===== config.mk =====
export PLATFORM = sky130hd
export DESIGN_NAME = mem_arbiter
export DESIGN_NICKNAME = d
export VERILOG_FILES = /design/src/rtl/mem_arbiter.sv
export SDC_FILE = /design/constraint.sdc
export NUM_CORES = 1
export LEC_CHECK = 0
export ABC_AREA = 1
export CAP_MARGIN = 20
export CORE_AREA = 2 2 107 109
export DETAILED_ROUTE_END_ITERATION = 8
export DIE_AREA = 0 0 109 111
export MAX_ROUTING_LAYER = met4
export PLACE_DENSITY = 0.62
export SYNTH_ARGS = -nofsm -noshare
export SYNTH_HDL_FRONTEND = slang
export SYNTH_SLANG_ARGS = --single-unit

===== constraint.sdc =====
create_clock -name clk -period 1.7 [get_ports clk]
set_input_delay 0.425 -clock clk [delete_from_list [all_inputs] [get_ports clk]]
set_output_delay 0.425 -clock clk [all_outputs]
set_load 0.01 [all_outputs]

===== src/rtl/mem_arbiter.sv =====
`default_nettype none
// ============================================================================
//  Module   : mem_arbiter
//  Purpose  : Two-master (instruction fetch / load-store) to one-slave
//             arbiter for the unified memory bus. Grants one master at a
//             time, muxes its request onto the slave channel and routes
//             ready/rdata back only to the granted master.
//  Revision : 1.0 - initial release
// ============================================================================
module mem_arbiter #(
   parameter int D_PRIORITY = 1,
   parameter int AW         = 32,
   parameter int DW         = 32
) (
   input  logic            clk,
   input  logic            rst_n,
   // instruction fetch master
   input  logic            i_valid,
   input  logic [AW-1:0]   i_addr,
   output logic            i_ready,
   output logic [DW-1:0]   i_rdata,
   // load/store master
   input  logic            d_valid,
   input  logic [AW-1:0]   d_addr,
   input  logic [DW-1:0]   d_wdata,
   input  logic [DW/8-1:0] d_wstrb,
   output logic            d_ready,
   output logic [DW-1:0]   d_rdata,
   // memory slave
   output logic            m_valid,
   output logic [AW-1:0]   m_addr,
   output logic [DW-1:0]   m_wdata,
   output logic [DW/8-1:0] m_wstrb,
   input  logic            m_ready,
   input  logic [DW-1:0]   m_rdata,
   // current owner {D,I}, 00 = idle
   output logic [1:0]      grant
);

   // State encoding doubles as the grant vector, so grant is simply a
   // registered copy of the state.
   typedef enum logic [1:0] {
      IDLE  = 2'b00,
      GNT_I = 2'b01,
      GNT_D = 2'b10
   } state_t;

   state_t state;
   logic   xfer_done;

   // Transfer completion: the granted request meets the slave's ready.
   always_comb begin
      xfer_done = m_valid && m_ready;
   end

   // Arbitration FSM. On completion the other master is considered first,
   // which makes grants alternate under continuous dual requests.
   always_ff @(posedge clk or negedge rst_n) begin
      if (!rst_n) begin
         state <= IDLE;
         grant <= IDLE;
      end else begin
         case (state)
            IDLE: begin
               if (i_valid && d_valid) begin
                  if (D_PRIORITY != 0) begin
                     state <= GNT_D;
                     grant <= GNT_D;
                  end else begin
                     state <= GNT_I;
                     grant <= GNT_I;
                  end
               end else if (d_valid) begin
                  state <= GNT_D;
                  grant <= GNT_D;
               end else if (i_valid) begin
                  state <= GNT_I;
                  grant <= GNT_I;
               end
            end
            GNT_I: begin
               if (xfer_done) begin
                  if (d_valid) begin
                     state <= GNT_D;
                     grant <= GNT_D;
                  end else begin
                     state <= IDLE;
                     grant <= IDLE;
                  end
               end
            end
            GNT_D: begin
               if (xfer_done) begin
                  if (i_valid) begin
                     state <= GNT_I;
                     grant <= GNT_I;
                  end else begin
                     state <= IDLE;
                     grant <= IDLE;
                  end
               end
            end
            default: begin
               state <= IDLE;
               grant <= IDLE;
            end
         endcase
      end
   end

   // Request mux toward the slave and response steering back to the owner.
   // Fetches are read-only, so write data/strobes are forced to zero in GNT_I.
   always_comb begin
      m_valid = 1'b0;
      m_addr  = '0;
      m_wdata = '0;
      m_wstrb = '0;
      i_ready = 1'b0;
      i_rdata = '0;
      d_ready = 1'b0;
      d_rdata = '0;
      case (state)
         GNT_I: begin
            m_valid = i_valid;
            m_addr  = i_addr;
            i_ready = m_ready;
            i_rdata = m_rdata;
         end
         GNT_D: begin
            m_valid = d_valid;
            m_addr  = d_addr;
            m_wdata = d_wdata;
            m_wstrb = d_wstrb;
            d_ready = m_ready;
            d_rdata = m_rdata;
         end
         default: begin
            m_valid = 1'b0;
         end
      endcase
   end

endmodule
`default_nettype wire

==> flow_metrics.py, run 1 <==
metrics = {
    "timing": {
        "whs_ns": 0.373,
        "worstMarginPinSlew_ns": 0.230,
        "slew_viol_final": 0,
        "worst_slack_ns": -0.346,
        "final-hold-violation-count": 0,
        "relSlewSlack_pct": 84.6,
        "min_period_over_period_pct": 120,
        "rsz0062_at_grt": "yes",
        "max_freq_ghz": 0.489,
        "fin_worst_skew_ns": 0.000263,
        "finalSetupViolations": 137,
        "period_needed_ns": 2.05,
    },
    "global_routing": {
        "grt_usage_pct": 18.4,
        "antenna_found_initial": 0,
        "grt_overflow": 0,
        "grt_max_degree": 17,
        "grt_pass1_wl_um": 16900,
        "first_global_vias": 3260,
    },
    "yosys": {
        "synth_warnings": 0,
        "synth-edff-count": 0,
        "synth_cells": 351,
        "synth_nets": 492,
        "async_reset_ff_share_pct": 100,
        "synth_area_leaders": "nand2_1, inv_1, a21oi_1",
        "ys_ff_latch": 2,
        "synth_cell_types": 12,
        "synth.most_common_cell": "nand2_1",
        "ys_seq_area_share_pct": 3.38,
        "synth_top_area_share_pct": 44.8,
        "synth_top_cell_by_area": "nand2_1",
        "mappedNetlistArea_um2": 1480,
        "synthTopCellsByCount": "nand2_1, inv_1, a21oi_1",
        "synth_flop_cell": "dfrtp_1",
        "syn_area_per_cell_um2": 4.22,
    },
    "detailed_routing": {
        "routedWlPerCell_um": 15.3,
        "wl_met3_um": 950,
        "first_pass_iters": 4,
        "first_iter_violations": 75,
        "routed.top_layer": "met4",
        "met1_length_um": 4660,
        "wl_met2_um": 6730,
        "num_vias": 3296,
        "vias_per_cell": 4.05,
        "routed_wl_um": 12500,
        "final_antenna_net_count": 0,
        "drcViolationCount": 0,
    },
    "clock_network": {
        "worstSkewPairLatency_ns": 0.22,
        "cts_tree": "yes",
        "root_buffer": "clkbuf_16",
        "ctsHtreeMaxLevel": 1,
        "clock-sinks": 2,
        "cts_hold_buf": 0,
        "clk_pin_slew_ns": 0.03,
        "cts_made_buffers": 3,
        "cts_buffer_depth": 2,
    },
    "critical_path": {
        "reg2reg_from": "state[0]$_DFFE_PN0P_",
        "critPathRequiredTime_ns": 1.27,
        "critPathLaunchType": "flip-flop",
        "reg2reg_depth": 12,
        "crit_fanout": 6,
        "endpoint_kind": "output port",
        "critPathKind": "flip-flop to output port",
        "critPathArrivalTime_ns": 1.62,
        "timing.rr.end": "state[0]$_DFFE_PN0P_",
        "r2r_setup_slack_ns": -0.29,
    },
    "power_and_ir_drop": {
        "irDropWorstVdd_mv": 0.584,
        "p_comb_share_pct": 94.2,
        "p_clk_share_pct": 4.5,
        "powerDensity_nw_per_um2": 1290,
        "internal_power_mw": 4.28,
        "p_sw_mw": 3.63,
        "seqPwrFrac_pct": 1.3,
        "switching_share_pct": 45.9,
        "p_leak_nw": 3.64,
    },
    "layout": {
        "largest_register": "state",
        "area_delta_synth_final_pct": 312,
        "post-route-util_pct": 55.2,
        "drive_gt1_share_pct": 66.6,
        "regArea_um2": 51.3,
        "fin_area_um2": 6110,
        "fillers": 996,
        "largest_reg_flops": 2,
        "nets": 814,
        "multiInputGateArea_um2": 1800,
        "reg_top3": "state: 2 flops",
        "diodes": 0,
    },
    "floorplan": {
        "rows": 39,
        "initial_utilization_pct": 13.4,
        "core_area_um2": 11100,
        "die_h_um": 111,
        "io_pins": 274,
        "die_w_um": 109,
        "die_area_um2": 12100,
    },
    "min_path": {
        "hp-class": "primary input to asynchronous set/reset pin",
    },
    "placed_design": {
        "portBuffers": 273,
        "hpwl_um": 7120,
        "dpl_cell_area_um2": 4510,
        "place_congestion": 0.766,
    },
    "outcome": {
        "outcome": "finished, violations left",
        "violations": "negative setup slack",
    },
    "job": {
        "drv_cap": 0,
    },
}
per-stage QoR:
stage / cells / setup TNS, ns / setup slack, ns / power [mW]
global placement: 761 / -49.28 / -0.498 / 4.42
global route: 814 / -37.05 / -0.386 / 8.36
floorplan: 351 / 0 / 0.00123 / 1.96
CTS: 814 / -30.43 / -0.343 / 7.02
detailed placement: 761 / -53.69 / -0.541 / 4.45
finish: 814 / -31.18 / -0.346 / 7.91
power by group through the flow:
stage / registers [mW] / clock network [mW] / logic [mW]
4_1_cts: 0.0984 / 0.353 / 6.56
6_report: 0.0992 / 0.358 / 7.45
2_1_floorplan: 0.100 / 0 / 1.86
3_3_place_gp: 0.0892 / 0 / 4.33
5_1_grt: 0.102 / 0.368 / 7.89
3_5_place_dp: 0.0931 / 0 / 4.36
routing by layer:
| layer | GRT usage [%] | up-vias |
|---|---|---|
| met3 | 3.41 | 12 |
| li1 | - | 1625 |
| met4 | 2.22 | 0 |
| met1 | 21.0 | 1497 |
| met2 | 33.8 | 162 |
| met5 | - | - |
cells by family (layout without fill, tap and decap cells):
logic type | Yosys count | in the layout | synth area share [%]
buffers and inverters | 127 | 447 | 34.5
DFF | 2 | 2 | 3.38
adders and majority gates | 4 | 4 | 3.38
AOI/OAI and AO/OA | 34 | 34 | 11.5
and+or+nand+nor | 184 | 184 | 47.3
what timing repair did:
item	4_1_cts	5_1_grt
endpoints found under the setup margin	137	137
cloned	21	0
buffers inserted	31	7
gates resized for setup	736	249
pin swaps	4	18
cells in the final DEF (no fill, tap or decap), types with 2 or more instances in the layout:
master and count:
clkbuf_16 3, a21oi_1 7, buf_6 96, buf_2 58, ha_4 2, buf_4 14, buf_8 2, buf_16 15
ha_1 2, inv_2 73, nand2_2 56, inv_1 32, nand2_1 40, nand2_4 81, clkdlybuf4s50_1 136, buf_12 16
a21oi_2 27, nand3_1 3
worst max path at each step:
stage / start / endpoint / cells after the start
final: state[0]$_DFFE_PN0P_ / m_addr[13] / 8
after global routing: state[0]$_DFFE_PN0P_ / m_addr[13] / 8
after CTS: state[0]$_DFFE_PN0P_ / m_addr[1] / 8
after detailed placement: state[0]$_DFFE_PN0P_ / m_addr[10] / 6
after global placement: state[0]$_DFFE_PN0P_ / m_addr[10] / 6
after floorplan: state[0]$_DFFE_PN0P_ / m_addr[18] / 6
critical path, stage by stage (launching register included):
cell and delay (ns):
dfrtp_2 0.43, buf_12 0.14, ha_4 0.18, buf_12 0.14
buf_12 0.13, buf_16 0.14, nand2_4 0.06, a21oi_2 0.04
buf_2 0.13
final cells by class:
cell class / count / area share, %
Sequential cell: 2 / 0.839
Multi-Input combinational cell: 222 / 29.4
Timing Repair Buffer: 338 / 59.0
Inverter: 106 / 6.55
Tap cell: 143 / 2.93
Clock buffer: 3 / 1.23
Power figures use the tool's default switching activity.
==> run 2, diff against run 1 <==
SLEW_MARGIN = 20   (was unset)
clock period = 2.6 ns   (was 1.7 ns; I/O delays follow)
==> flow_metrics.py, run 2 (synthesis gave the netlist of run 1 again) <==
metrics = {
    "global_routing": {
        "grt_max_degree": 56,
        "grt_pass1_wl_um": 12900,
        "antenna_found_initial": 0,
        "first_global_vias": 2780,
        "grt_overflow": 0,
        "grt_usage_pct": 13.1,
    },
    "critical_path": {
        "critPathArrivalTime_ns": 1.86,
        "critPathLaunchType": "primary input",
        "crit_path_frequent_cell": "clkdlybuf4s50_1",
        "crit_family": "buffers and inverters",
        "timing.rr.end": "state[0]$_DFFE_PN0P_",
        "r2r_setup_slack_ns": 0.98,
        "critPathKind": "primary input to output port",
        "endpoint_kind": "output port",
        "cp.buffers_inverters": 3,
        "reg2reg_depth": 8,
        "reg2reg_from": "state[1]$_DFFE_PN0P_",
        "critPathRequiredTime_ns": 1.95,
        "max_stage_delay_ns": 0.55,
        "slowest_stage": "clkdlybuf4s50_1",
        "crit_fanout": 3,
        "worstPathCellList": "clkdlybuf4s50_1 -> nand2_1 -> inv_1 -> clkdlybuf4s50_1",
        "cp.depth": 4,
    },
    "timing": {
        "worstMarginPinSlew_ns": 0.214,
        "slew_viol_final": 0,
        "finalSetupViolations": 0,
        "relSlewSlack_pct": 85.7,
        "fin_worst_skew_ns": 0.0000503,
        "final-hold-violation-count": 0,
        "period_needed_ns": 2.51,
        "min_period_over_period_pct": 96.4,
        "max_freq_ghz": 0.399,
        "final.setup.tns_ns": 0,
        "rsz0062_at_grt": "no",
    },
    "clock_network": {
        "clock-sinks": 2,
        "clk_pin_slew_ns": 0.03,
        "root_buffer": "clkbuf_16",
        "cts_tree": "yes",
        "ctsHtreeMaxLevel": 1,
        "cts_buffer_depth": 2,
        "worstSkewPairLatency_ns": 0.22,
        "cts_made_buffers": 3,
    },
    "job": {
        "drv_cap": 0,
    },
    "floorplan": {
        "die_area_um2": 12100,
        "die_h_um": 111,
        "io_pins": 274,
        "initial_utilization_pct": 13.4,
        "rows": 39,
        "core_area_um2": 11100,
        "die_w_um": 109,
    },
    "placed_design": {
        "portBuffers": 273,
        "dpl_cell_area_um2": 4410,
        "hpwl_um": 7160,
        "dp_cells": 755,
        "place_congestion": 0.859,
    },
    "layout": {
        "largest_register": "state",
        "final_cell_mix": "clkdlybuf4s50_1, nand2_1, inv_1",
        "final_cells": 763,
        "area_delta_synth_final_pct": 206,
        "drive_gt1_share_pct": 3.55,
        "fin_area_um2": 4540,
        "largest_reg_flops": 2,
        "diodes": 0,
        "reg_top3": "state: 2 flops",
        "nets": 763,
        "final_common_cell": "clkdlybuf4s50_1",
    },
    "power_and_ir_drop": {
        "irDropWorstVdd_mv": 0.441,
        "p_comb_share_pct": 90.7,
        "p_sw_mw": 1.39,
        "p_leak_nw": 2.58,
        "p_clk_share_pct": 7.5,
        "powerDensity_nw_per_um2": 667,
        "seqPwrFrac_pct": 1.8,
        "internal_power_mw": 1.64,
        "switching_share_pct": 46.0,
    },
    "detailed_routing": {
        "num_vias": 2921,
        "routed_wl_um": 8760,
        "first_iter_violations": 139,
        "first_pass_iters": 4,
        "final_antenna_net_count": 0,
        "vias_per_cell": 3.83,
        "routedWlPerCell_um": 11.5,
        "drcViolationCount": 0,
    },
    "min_path": {
        "hp-class": "primary input to asynchronous set/reset pin",
    },
    "outcome": {
        "outcome": "completed",
    },
}
[run 2: changes by cell type in the layout (fill, tap and decap cells not counted), sizes merged]
cell           delta
clkdlybuf4s50   +104
buf             -189
clkbuf            +2
dlygate4sd2      +32
[run 2: per-layer routing]
layer  part of all wire (%)  global-route usage (%)
met1                     38                    14.2
met4                    1.4                    1.88
met3                    8.8                    1.76
met2                     52                    25.4
met5                      0                       -
[run 2: how the worst max path moves through the flow]
stage	startpoint	endpoint	slack, ns
global route	state[1]$_DFFE_PN0P_	d_rdata[2]	0.008
global placement	i_addr[15]	m_addr[15]	-0.006
detailed placement	i_valid	m_valid	-0.003
finish	m_ready	d_ready	0.09
floorplan	state[0]$_DFFE_PN0P_	m_addr[0]	0.63
CTS	state[0]$_DFFE_PN0P_	d_rdata[2]	0.005
[run 2: timing repair]
item	CTS	global route
hold buffers	0	0
cloned	0	2
pin swaps	0	1
setup buffers	1	2
resized for setup	35	3
endpoints found under the setup margin	44	11
[run 2: stage by stage]
| stage | worst slack, ns | power [mW] | util, % | hold slack, ns |
|---|---|---|---|---|
| 3_3_place_gp | -0.00639 | 2.77 | 39.8 | 0.561 |
| 5_1_grt | 0.00756 | 3.28 | 41.0 | 0.614 |
| 3_5_place_dp | -0.00274 | 2.79 | 39.8 | 0.587 |
| 6_report | 0.0928 | 3.03 | 41.0 | 0.601 |
| 2_1_floorplan | 0.629 | 1.25 | - | 0.354 |
| 4_1_cts | 0.00535 | 2.94 | 40.2 | 0.599 |
[run 2: power by group through the flow]
stage	logic, mW	clock network, mW	registers (mW)
6_report	2.75	0.226	0.0557
5_1_grt	2.98	0.235	0.0579
4_1_cts	2.65	0.231	0.0565
3_5_place_dp	2.74	0	0.0591
3_3_place_gp	2.71	0	0.0582
2_1_floorplan	1.18	0	0.0657
[run 2: worst register-to-register path: stages (launching register included)]
cell and delay [ns]:
dfrtp_1 0.37, buf_4 0.16, ha_4 0.19, buf_16 0.19, or2_2 0.29, nand2_1 0.11
nand2_1 0.09, nand2_1 0.07, nand2_1 0.05
[run 2: final cells by class]
type / count / area [um^2]
sequential: 2 / 50.0
clock buffer: 3 / 75.1
multi-input combinational: 222 / 936
timing repair buffer: 287 / 2900
fill: 1211 / 6540
tap: 143 / 179
inverter: 106 / 398
